<file path="src/rtl/pong_pkg.sv">
// Shared Pong timing constants: raster line length, ball geometry and serve position.
// Pure declarations; no logic, no latency, no flow control.
package pong_pkg;

    localparam int PONG_CNT_W         = 9;
    localparam int PONG_H_TOTAL       = 455;
    localparam int PONG_MOVE_STEP     = 2;
    localparam int PONG_BALL_W        = 4;
    localparam int PONG_CENTER_PRESET = 283;

    typedef enum logic {
        ST_HOLD = 1'b0,
        ST_PLAY = 1'b1
    } ball_state_e;

endpackage

</file>
<file path="src/rtl/ball_dir_ff.sv">
// Ball direction flip-flop: set wins alone, clear wins alone, simultaneous set+clear holds.
// One clock from set/clear to dir_o; no backpressure, accepts a hit every cycle.
module ball_dir_ff (
    input  logic clk7,
    input  logic rst,
    input  logic set_i,
    input  logic clr_i,
    output logic dir_o
);

    logic dir_q;
    logic dir_d;

    always_comb begin
        dir_d = dir_q;
        if (set_i && !clr_i) begin
            dir_d = 1'b1;
        end else if (clr_i && !set_i) begin
            dir_d = 1'b0;
        end
    end

    // Reset to "moving right" so the first serve heads toward the right paddle.
    always_ff @(posedge clk7 or posedge rst) begin
        if (rst) begin
            dir_q <= 1'b1;
        end else begin
            dir_q <= dir_d;
        end
    end

    assign dir_o = dir_q;

endmodule

</file>
<file path="src/rtl/ball_horizontal_counter.sv">
// Ball horizontal counter: line-period counter whose reload shifts by MOVE_STEP per line while moving.
// hball is decoded from registers only (zero input-to-output path); no backpressure.
module ball_horizontal_counter
    import pong_pkg::*;
#(
    parameter int CNT_W         = PONG_CNT_W,
    parameter int H_TOTAL       = PONG_H_TOTAL,
    parameter int MOVE_STEP     = PONG_MOVE_STEP,
    parameter int BALL_W        = PONG_BALL_W,
    parameter int CENTER_PRESET = PONG_CENTER_PRESET
) (
    input  logic             clk7,
    input  logic             rst,
    input  logic             vreset,
    input  logic             move,
    input  logic             serve,
    input  logic             hit_left,
    input  logic             hit_right,
    output logic             hball,
    output logic             ball_dir,
    output logic [CNT_W-1:0] ball_hcnt
);

    localparam int CNT_SPAN = 1 << CNT_W;

    localparam logic [CNT_W-1:0] CNT_MAX     = CNT_W'(CNT_SPAN - 1);
    localparam logic [CNT_W-1:0] RL_STAT     = CNT_W'(CNT_SPAN - H_TOTAL);
    localparam logic [CNT_W-1:0] RL_LEFT     = CNT_W'(CNT_SPAN - H_TOTAL + MOVE_STEP);
    localparam logic [CNT_W-1:0] RL_RIGHT    = CNT_W'(CNT_SPAN - H_TOTAL - MOVE_STEP);
    localparam logic [CNT_W-1:0] HBALL_START = CNT_W'(CNT_SPAN - BALL_W);
    localparam logic [CNT_W-1:0] CENTER      = CNT_W'(CENTER_PRESET);

    ball_state_e      state_q;
    ball_state_e      state_d;
    logic [CNT_W-1:0] cnt_q;
    logic [CNT_W-1:0] cnt_d;
    logic             dir;

    ball_dir_ff u_dir (
        .clk7  (clk7),
        .rst   (rst),
        .set_i (hit_left),
        .clr_i (hit_right),
        .dir_o (dir)
    );

    always_comb begin
        state_d = state_q;
        case (state_q)
            ST_HOLD: if (vreset && serve) state_d = ST_PLAY;
            ST_PLAY: if (!serve)          state_d = ST_HOLD;
            default:                      state_d = ST_HOLD;
        endcase
    end

    // A shorter line (larger reload) moves the ball left; a longer line moves it right.
    always_comb begin
        cnt_d = cnt_q + 1'b1;
        if (state_q == ST_HOLD && vreset) begin
            cnt_d = CENTER;
        end else if (cnt_q == CNT_MAX) begin
            if (state_q == ST_PLAY && move) begin
                cnt_d = dir ? RL_RIGHT : RL_LEFT;
            end else begin
                cnt_d = RL_STAT;
            end
        end
    end

    always_ff @(posedge clk7 or posedge rst) begin
        if (rst) begin
            state_q <= ST_HOLD;
            cnt_q   <= CENTER;
        end else begin
            state_q <= state_d;
            cnt_q   <= cnt_d;
        end
    end

    assign hball     = (state_q == ST_PLAY) && (cnt_q >= HBALL_START);
    assign ball_dir  = dir;
    assign ball_hcnt = cnt_q;

endmodule
</file>
<file path="config.mk">
export PLATFORM = sky130hd
export DESIGN_NAME = ball_horizontal_counter
export DESIGN_NICKNAME = d
export VERILOG_FILES = /design/src/rtl/pong_pkg.sv /design/src/rtl/ball_dir_ff.sv /design/src/rtl/ball_horizontal_counter.sv
export SDC_FILE = /design/constraint.sdc
export NUM_CORES = 1
export LEC_CHECK = 0
export BUFFER_PORTS_ARGS = -buffer_cell sky130_fd_sc_hd__clkbuf_2
export CAP_MARGIN = 20
export CORE_AREA = 2 2 39 41
export CTS_BUF_LIST = sky130_fd_sc_hd__clkbuf_2 sky130_fd_sc_hd__clkbuf_4 sky130_fd_sc_hd__clkbuf_8
export DETAILED_ROUTE_END_ITERATION = 10
export DIE_AREA = 0 0 41 43
export PLACE_DENSITY = 0.71
export REMOVE_ABC_BUFFERS = 1
export SETUP_SLACK_MARGIN = 0.3
export SKIP_CTS_REPAIR_TIMING = 1
export SYNTH_ARGS = -nofsm -noshare
export SYNTH_HDL_FRONTEND = slang
export SYNTH_HIERARCHICAL = 1
export SYNTH_SLANG_ARGS = --single-unit
</file>
<file path="constraint.sdc">
create_clock -name clk7 -period 2.6 [get_ports clk7]
set_input_delay 0.13 -clock clk7 [delete_from_list [all_inputs] [get_ports clk7]]
set_output_delay 0.13 -clock clk7 [all_outputs]
set_load 0.03 [all_outputs]
</file>
==> results.md, run 1 <==
* First-pass GRT wire length at 1820 um
* Power Density at 885 nW/um^2
* Core Area at 1380 um^2
* Tot Pwr at 0.000641 W
* Switching part of the total at 0.412
* Worst-Margin Slew at 0.382 ns
* Post-Syn Instances at 58
* Minimum clock period at 1.63 ns
* Setup slack at placement at 0.979 ns
* LEAKAGE at 0.351 nW
* Initial antenna violation count at 0
* Root buffer cell: clkbuf_4
* Syn. warnings at 6
* Final count of hold timing violations at 0
* Status: completed
* # H-tree levels at 1
* Most frequent cells in the layout: 17 x clkbuf_2, 7 x inv_1, 6 x dfstp_2
* Cell Area, Synth at 579 um^2
* Register Area at 283 um^2
* Final WL at 1140 um
* Vias in the first global route at 446
* Area of the die at 1760 um^2
* Clk pwr share at 0.194
* Worst min path class: in2reg
* Slew Viols, Final at 0
* Seq cells post-synth at 11
* Crit Path Max Fanout at 6
* Net Sw Power at 0.000264 W
* # diodes at 0
* Remaining routing DRC violations at 0
* Int Power at 0.000377 W
* Largest net degree at the start of global routing at 11
* Port buffer count at 17
* Worst setup path class: reg2reg
* MaxCap Viol Count at 0
* Sequential power share at 0.456
* CP startpoint kind: flip-flop
* Busiest grt layer: met1
* Chip height at 43 um
* Clock sinks at 11
* Total gr overflow at 0
* Drt pass-1 iters at 4
* Leading cell type in the layout, fill and taps excluded: clkbuf_2
* Post-synthesis cell type count at 21
* Relative slew margins at 0.745
* Die span in x at 41 um
* Total GRT Usage at 0.153
* Final Cycle Share at 0.626
* Maximum buffer depth of the clock tree at 2
* VDD IR max at 0.381 mV
* Design Area, Final at 724 um^2
* Seq/Total Area, Yosys at 0.488
* Total CTS buffers at 3
* Grt met1 use at 0.225
* Area delta synth->final at 25.1%
* Worst endpoint required time at 2.74 ns
* Met2 Use GR at 0.219
* Routed Antenna Nets at 0
* Number of fill cells in the layout at 139
* Setup Viol. Count Final at 0
* Max Clock Freq at 0.615 GHz
* Total negative slack at 0 ns
* Share of post-route cells with drive strength above 1 at 0.363
* Area occupied by multi-input gates at 270 um^2
* Crit. End Element: flip-flop
* Placement Cell Area at 684 um^2
* RSZ-0062 raised after global routing: no
* Fin worst setup slack at 0.973 ns
* Clock latency on the worst-skew pair at 0.26 ns
* Vias/cell at 4.98
* Iteration-0 DRC Markers at 5
* Hpwl dp at 896 um
* Nets@finish at 92
* Starting Density at 0.419
* Avg Inst Size Synth at 9.99 um^2
* TritonCTS clock tree: yes
* Fin util at 0.524
* Worst Skew at 0.00667 ns
* Io pins at 18
* WP data arrival at 1.77 ns
* Global routing usage on met3 at 0.0314
* Std cell rows at 14
* Clk pin slew, worst setup/hold paths at 0.07 ns
* Comb pwr share at 0.351
* Placer Congestion at 0.781
* Post-DR wirelength/cell at 11.9 um
* Vias post-DR at 478
==> synthesized netlist by cell type <==
cell / number / area share
dfrtp_1: 5 / 0.22
mux2_4: 1 / 0.026
nand2b_1: 2 / 0.022
dfstp_2: 6 / 0.27
inv_1: 7 / 0.045
nand4_1: 3 / 0.032
a21oi_1: 1 / 0.0086
a31oi_1: 1 / 0.011
o21a_1: 1 / 0.013
o21ai_0: 5 / 0.043
nand3_1: 4 / 0.035
nand2_1: 4 / 0.026
xnor2_1: 1 / 0.015
or3_1: 3 / 0.032
nor2b_1: 1 / 0.011
a21boi_0: 1 / 0.013
ha_1: 4 / 0.086
a21boi_1: 2 / 0.026
nand3_2: 1 / 0.017
nor2_1: 3 / 0.019
xor2_1: 2 / 0.030
==> flip-flops by register name, indices dropped and copies added (netlist names) <==
| register | count |
|---|---|
| u_dir/dir_o | 1 |
| state_q | 1 |
| ball_hcnt | 9 |
==> power groups by stage <==
stage                      logic, W  registers (W)  clock network, W
after floorplan           0.0000905       0.000357                 0
after global routing       0.000248       0.000302          0.000137
after global placement     0.000223       0.000291                 0
after CTS                  0.000226       0.000290          0.000128
final                      0.000225       0.000292          0.000124
after detailed placement   0.000225       0.000293                 0
==> per-layer routing <==
| metal | vias up | wire, um |
|---|---|---|
| met5 | - | 0 |
| li1 | 243 | - |
| met3 | 0 | 47 |
| met4 | 0 | 0 |
| met2 | 13 | 532 |
| met1 | 222 | 562 |
==> final timing paths <==
kind,from,end,slack [ns],cells past startpoint
min reg2reg,ball_hcnt[0]$_DFF_PP1_,ball_hcnt[0]$_DFF_PP1_,0.49,1
min in group asynchronous,rst,state_q$_DFF_PP0_,0.37,3
max,ball_hcnt[0]$_DFF_PP1_,ball_hcnt[2]$_DFF_PP0_,0.97,6
max in group asynchronous,rst,ball_hcnt[1]$_DFF_PP1_,1.91,3
max reg2reg,ball_hcnt[0]$_DFF_PP1_,ball_hcnt[2]$_DFF_PP0_,0.97,6
min,serve,state_q$_DFF_PP0_,0.07,2
==> layout make-up <==
type | count | area share
clock buffers | 4 | 0.0415
inverters | 7 | 0.0363
multi-input cells | 40 | 0.373
flip-flops and latches | 11 | 0.390
well taps | 16 | 0.0276
repair buffers | 18 | 0.131
==> metrics by stage <==
step           hold slack (ns)  instances
6_report                0.0656         96
3_3_place_gp             0.122         91
4_1_cts                 -0.165         95
3_5_place_dp             0.124         91
2_1_floorplan          -0.0334         58
5_1_grt                 0.0725         96
==> cells by family after synthesis <==
group                    after synthesis  synth area share
multiplexers                           1            0.0259
buffers and inverters                  7            0.0454
AND/OR/NAND/NOR                       21             0.194
adder cells (fa/ha/maj)                4            0.0864
AO/OA/AOI/OAI                         11             0.114
flip-flops                            11             0.488
XOR/XNOR                               3            0.0454
==> worst max-delay path, cell delays in order (launching register included) <==
cell and delay [ns]:
dfstp_2 0.58, ha_1 0.21, nand3_2 0.12, nor2_1 0.13
ha_1 0.22, o21ai_0 0.12, a21boi_0 0.13
(Power assumes the default switching activity.)
==> run 2: changes to the inputs <==
--- a/config.mk
+++ b/config.mk
@@ -5,13 +5,13 @@
 export SDC_FILE = /design/constraint.sdc
 export NUM_CORES = 1
 export LEC_CHECK = 0
+export ABC_AREA = 1
 export BUFFER_PORTS_ARGS = -buffer_cell sky130_fd_sc_hd__clkbuf_2
 export CAP_MARGIN = 20
-export CORE_AREA = 2 2 39 41
+export CORE_UTILIZATION = 45
 export CTS_BUF_LIST = sky130_fd_sc_hd__clkbuf_2 sky130_fd_sc_hd__clkbuf_4 sky130_fd_sc_hd__clkbuf_8
 export DETAILED_ROUTE_END_ITERATION = 10
-export DIE_AREA = 0 0 41 43
-export PLACE_DENSITY = 0.71
+export PLACE_DENSITY = 0.72
 export REMOVE_ABC_BUFFERS = 1
 export SETUP_SLACK_MARGIN = 0.3
 export SKIP_CTS_REPAIR_TIMING = 1
==> constraint.sdc (replaced) <==
create_clock -name clk7 -period 1.7 [get_ports clk7]
set_input_delay 0.085 -clock clk7 [delete_from_list [all_inputs] [get_ports clk7]]
set_output_delay 0.085 -clock clk7 [all_outputs]
set_load 0.03 [all_outputs]
==> run 2 against run 1 <==
Effect of this change:
- synthesized cell count up 26%
- clock power up 60%
- sequential power up 45%
- first-iteration DRC count rose to 6.4 times the previous value
- power up 72%
- global-route usage up 6.5 points
- fmax about the same
- count of clock-buffer cells in the layout unchanged
- register-to-register slack worse by 0.90 ns
- via count up 27%
- cell area up 19%
- largest cell class is now multi-input combinational cells
==> results.md, run 2 <==
* Seq cells post-synth at 11 (unchanged)
* Status: completed
* VDD IR max at 0.877 mV (+130%)
* Fin util at 0.727 (+0.203)
* Post-DR wirelength/cell at 12.7 um (+6.5%)
* Worst setup path class: reg2reg
* Crit. End Element: flip-flop
* Port buffer count at 17 (unchanged)
* Number of fill cells in the layout at 98 (-29%)
* Most frequent cells in the layout: 16 x clkbuf_2, 13 x nand2_1, 9 x inv_1
* Core Area at 1190 um^2 (-14%)
* WHS Path Cells at 3 (+1)
* Post-synthesis cell type count at 21 (unchanged)
* Max Clock Freq at 0.614 GHz (about the same)
* Total GRT Usage at 0.218 (+0.0652)
* Root buffer cell: clkbuf_4
* Async SR Flop Fraction at 1.00 (unchanged)
* Total gr overflow at 0 (unchanged)
* Post-Syn Instances at 73 (+26%)
* Worst-Margin Slew at 0.390 ns (+0.00835 ns)
* Routed Antenna Nets at 0 (unchanged)
* Setup Viol. Count Final at 0 (unchanged)
* Drt pass-1 iters at 5 (+1)
* Hold path start: vreset
* Clock sinks at 11 (unchanged)
* Cell taking the most area after synthesis: dfstp_2
* Syn. warnings at 6 (unchanged)
* TritonCTS clock tree: yes
* Relative slew margins at 0.739 (-0.00557)
* Vias in the first global route at 526 (+18%)
* Comb pwr share at 0.437 (+0.086)
* RSZ-0062 raised after global routing: yes
* Ys flop type: dfstp_2
* Std cell rows at 12 (-2)
* Seq/Total Area, Yosys at 0.462 (-0.0260)
* Int Power at 0.000627 W (+66%)
* Clock latency on the worst-skew pair at 0.27 ns (about the same)
* CP startpoint kind: flip-flop
* Switching part of the total at 0.431 (+0.0192)
* Largest net degree at the start of global routing at 11 (unchanged)
* MaxCap Viol Count at 0 (unchanged)
* Avg Inst Size Synth at 8.38 um^2 (-16%)
* Area of the die at 1510 um^2 (-14%)
* Crit Path Max Fanout at 3 (-3)
* Final WL at 1480 um (+30%)
* Clk pin slew, worst setup/hold paths at 0.07 ns (about the same)
* Worst Skew at 0.00695 ns (+0.000288 ns)
* Maximum buffer depth of the clock tree at 2 (unchanged)
* Placed Cells incl. Taps at 109 (+20%)
* WHS Endpoint: ball_hcnt[8]$_DFF_PP1_
* Number of enable flip-flop cells after synthesis at 0 (unchanged)
* Sequential power share at 0.383 (-0.073)
* Share of post-route cells with drive strength above 1 at 0.505 (+0.142)
* Total CTS buffers at 3 (unchanged)
* Cell Area, Synth at 612 um^2 (+5.6%)
* Worst min path class: in2reg
* Hpwl dp at 980 um (+9.4%)
* Most frequent cells after synthesis: 15 x nand2_1, 10 x inv_1, 8 x nor2_1
* Final count of hold timing violations at 0 (unchanged)
* LEAKAGE at 0.454 nW (+29%)
* Vias post-DR at 605 (+27%)
* Io pins at 18 (unchanged)
* Worst R2R Path Depth at 10 (+4)
* Power Density at 1280 nW/um^2 (+44%)
* # H-tree levels at 1 (unchanged)
* Ranking of synthesized cells by area: dfstp_2 26%, dfrtp_1 20%, nand2_1 9.2%
* Slew Viols, Final at 0 (unchanged)
* Nets@finish at 115 (+25%)
* Minimum clock period at 1.63 ns (+0.00103 ns)
* Max reg flops at 9 (unchanged)
* Final Cycle Share at 0.958 (+0.332)
* Worst endpoint required time at 1.86 ns (-0.88 ns)
* FF-to-FF Start: ball_hcnt[1]$_DFF_PP1_
* # diodes at 0 (unchanged)
* Remaining routing DRC violations at 0 (unchanged)
* Vias/cell at 5.17 (+3.9%)
* Finished Layout Cells at 117 (+22%)
* Initial antenna violation count at 0 (unchanged)
* Placer Congestion at 0.827 (+5.9%)
* Iteration-0 DRC Markers at 32 (+27)
* Leading cell type in the layout, fill and taps excluded: clkbuf_2
* Worst R2R Setup Slack at 0.07 ns (-0.90 ns)
* Worst r2r dst: ball_hcnt[2]$_DFF_PP0_
* Die span in x at 38.9 um (-5.2%)
* Chip height at 38.9 um (-9.6%)
* Most frequent cell after synthesis: nand2_1
* Area delta synth->final at 40.9%
* Starting Density at 0.516 (+0.0972)
* WP data arrival at 1.79 ns (+0.02 ns)
* First-pass GRT wire length at 2100 um (+15%)
* Clk pwr share at 0.180 (-0.014)
* Net Sw Power at 0.000475 W (+80%)
* Post-synth top area share at 0.258 (-0.0145)
-- run 2: power groups by stage --
stage               clock network [W]  logic, W  registers, W
floorplan                           0  0.000186      0.000531
global placement                    0  0.000435      0.000414
detailed placement                  0  0.000442      0.000416
CTS                          0.000202  0.000443      0.000412
global route                 0.000222  0.000525      0.000432
finish                       0.000198  0.000482      0.000422
-- run 2: final cells by class --
| class | instances | area, um^2 | area share |
|---|---|---|---|
| Clock buffer | 4 | 30.0 | 0.0348 |
| Inverter | 13 | 48.8 | 0.0566 |
| Multi-Input combinational cell | 49 | 323 | 0.374 |
| Sequential cell | 11 | 283 | 0.328 |
| Tap cell | 14 | 17.5 | 0.0203 |
| Timing Repair Buffer | 26 | 160 | 0.186 |
-- run 2: logic make-up after synthesis --
group	count (synthesis)	synth area share
adder cells (fa/ha/maj)	4	0.0818
XOR/XNOR	1	0.0143
buffers and inverters	13	0.0798
AO/OA/AOI/OAI	11	0.110
flip-flops	11	0.462
AND/OR/NAND/NOR	33	0.252
-- run 2: per-layer routing --
metal	vias up	share of wire	track usage
met3	5	0.046	0.0520
met5	-	0	0
met4	0	0.020	0.147
met1	281	0.39	0.271
li1	293	-	-
met2	26	0.55	0.329
-- run 2: worst max path at each step --
| stage | start | endpoint | slack (ns) | depth (start not counted) |
|---|---|---|---|---|
| 5_1_grt | ball_hcnt[1]$_DFF_PP1_ | ball_hcnt[2]$_DFF_PP0_ | -0.008 | 10 |
| 6_report | ball_hcnt[1]$_DFF_PP1_ | ball_hcnt[2]$_DFF_PP0_ | 0.07 | 10 |
| 2_1_floorplan | ball_hcnt[1]$_DFF_PP1_ | ball_hcnt[2]$_DFF_PP0_ | -0.18 | 10 |
| 3_5_place_dp | ball_hcnt[0]$_DFF_PP1_ | ball_hcnt[2]$_DFF_PP0_ | 0.02 | 10 |
| 4_1_cts | ball_hcnt[0]$_DFF_PP1_ | ball_hcnt[2]$_DFF_PP0_ | 0.01 | 10 |
| 3_3_place_gp | ball_hcnt[0]$_DFF_PP1_ | ball_hcnt[2]$_DFF_PP0_ | 0.04 | 10 |
-- run 2: stage by stage --
stage          instance area [um^2]  setup WS, ns  total power (W)  TNS (ns)  hold slack, ns
6_report                        862        0.0718          0.00110         0           0.120
3_3_place_gp                    752        0.0430         0.000849         0          0.0750
2_1_floorplan                   612        -0.181         0.000717    -0.311         -0.0784
5_1_grt                         862      -0.00798          0.00118  -0.00798           0.112
4_1_cts                         782        0.0128          0.00106         0          -0.222
3_5_place_dp                    752        0.0221         0.000858         0          0.0748
-- run 2: critical path: stages, from the launching register on --
cell and delay, ns:
dfstp_2 0.56, ha_4 0.14, nand2_2 0.05, inv_2 0.07
nand2_2 0.05, nor2_1 0.10, ha_2 0.19, inv_2 0.05
a21oi_2 0.15, nor2_2 0.06, o21a_1 0.10
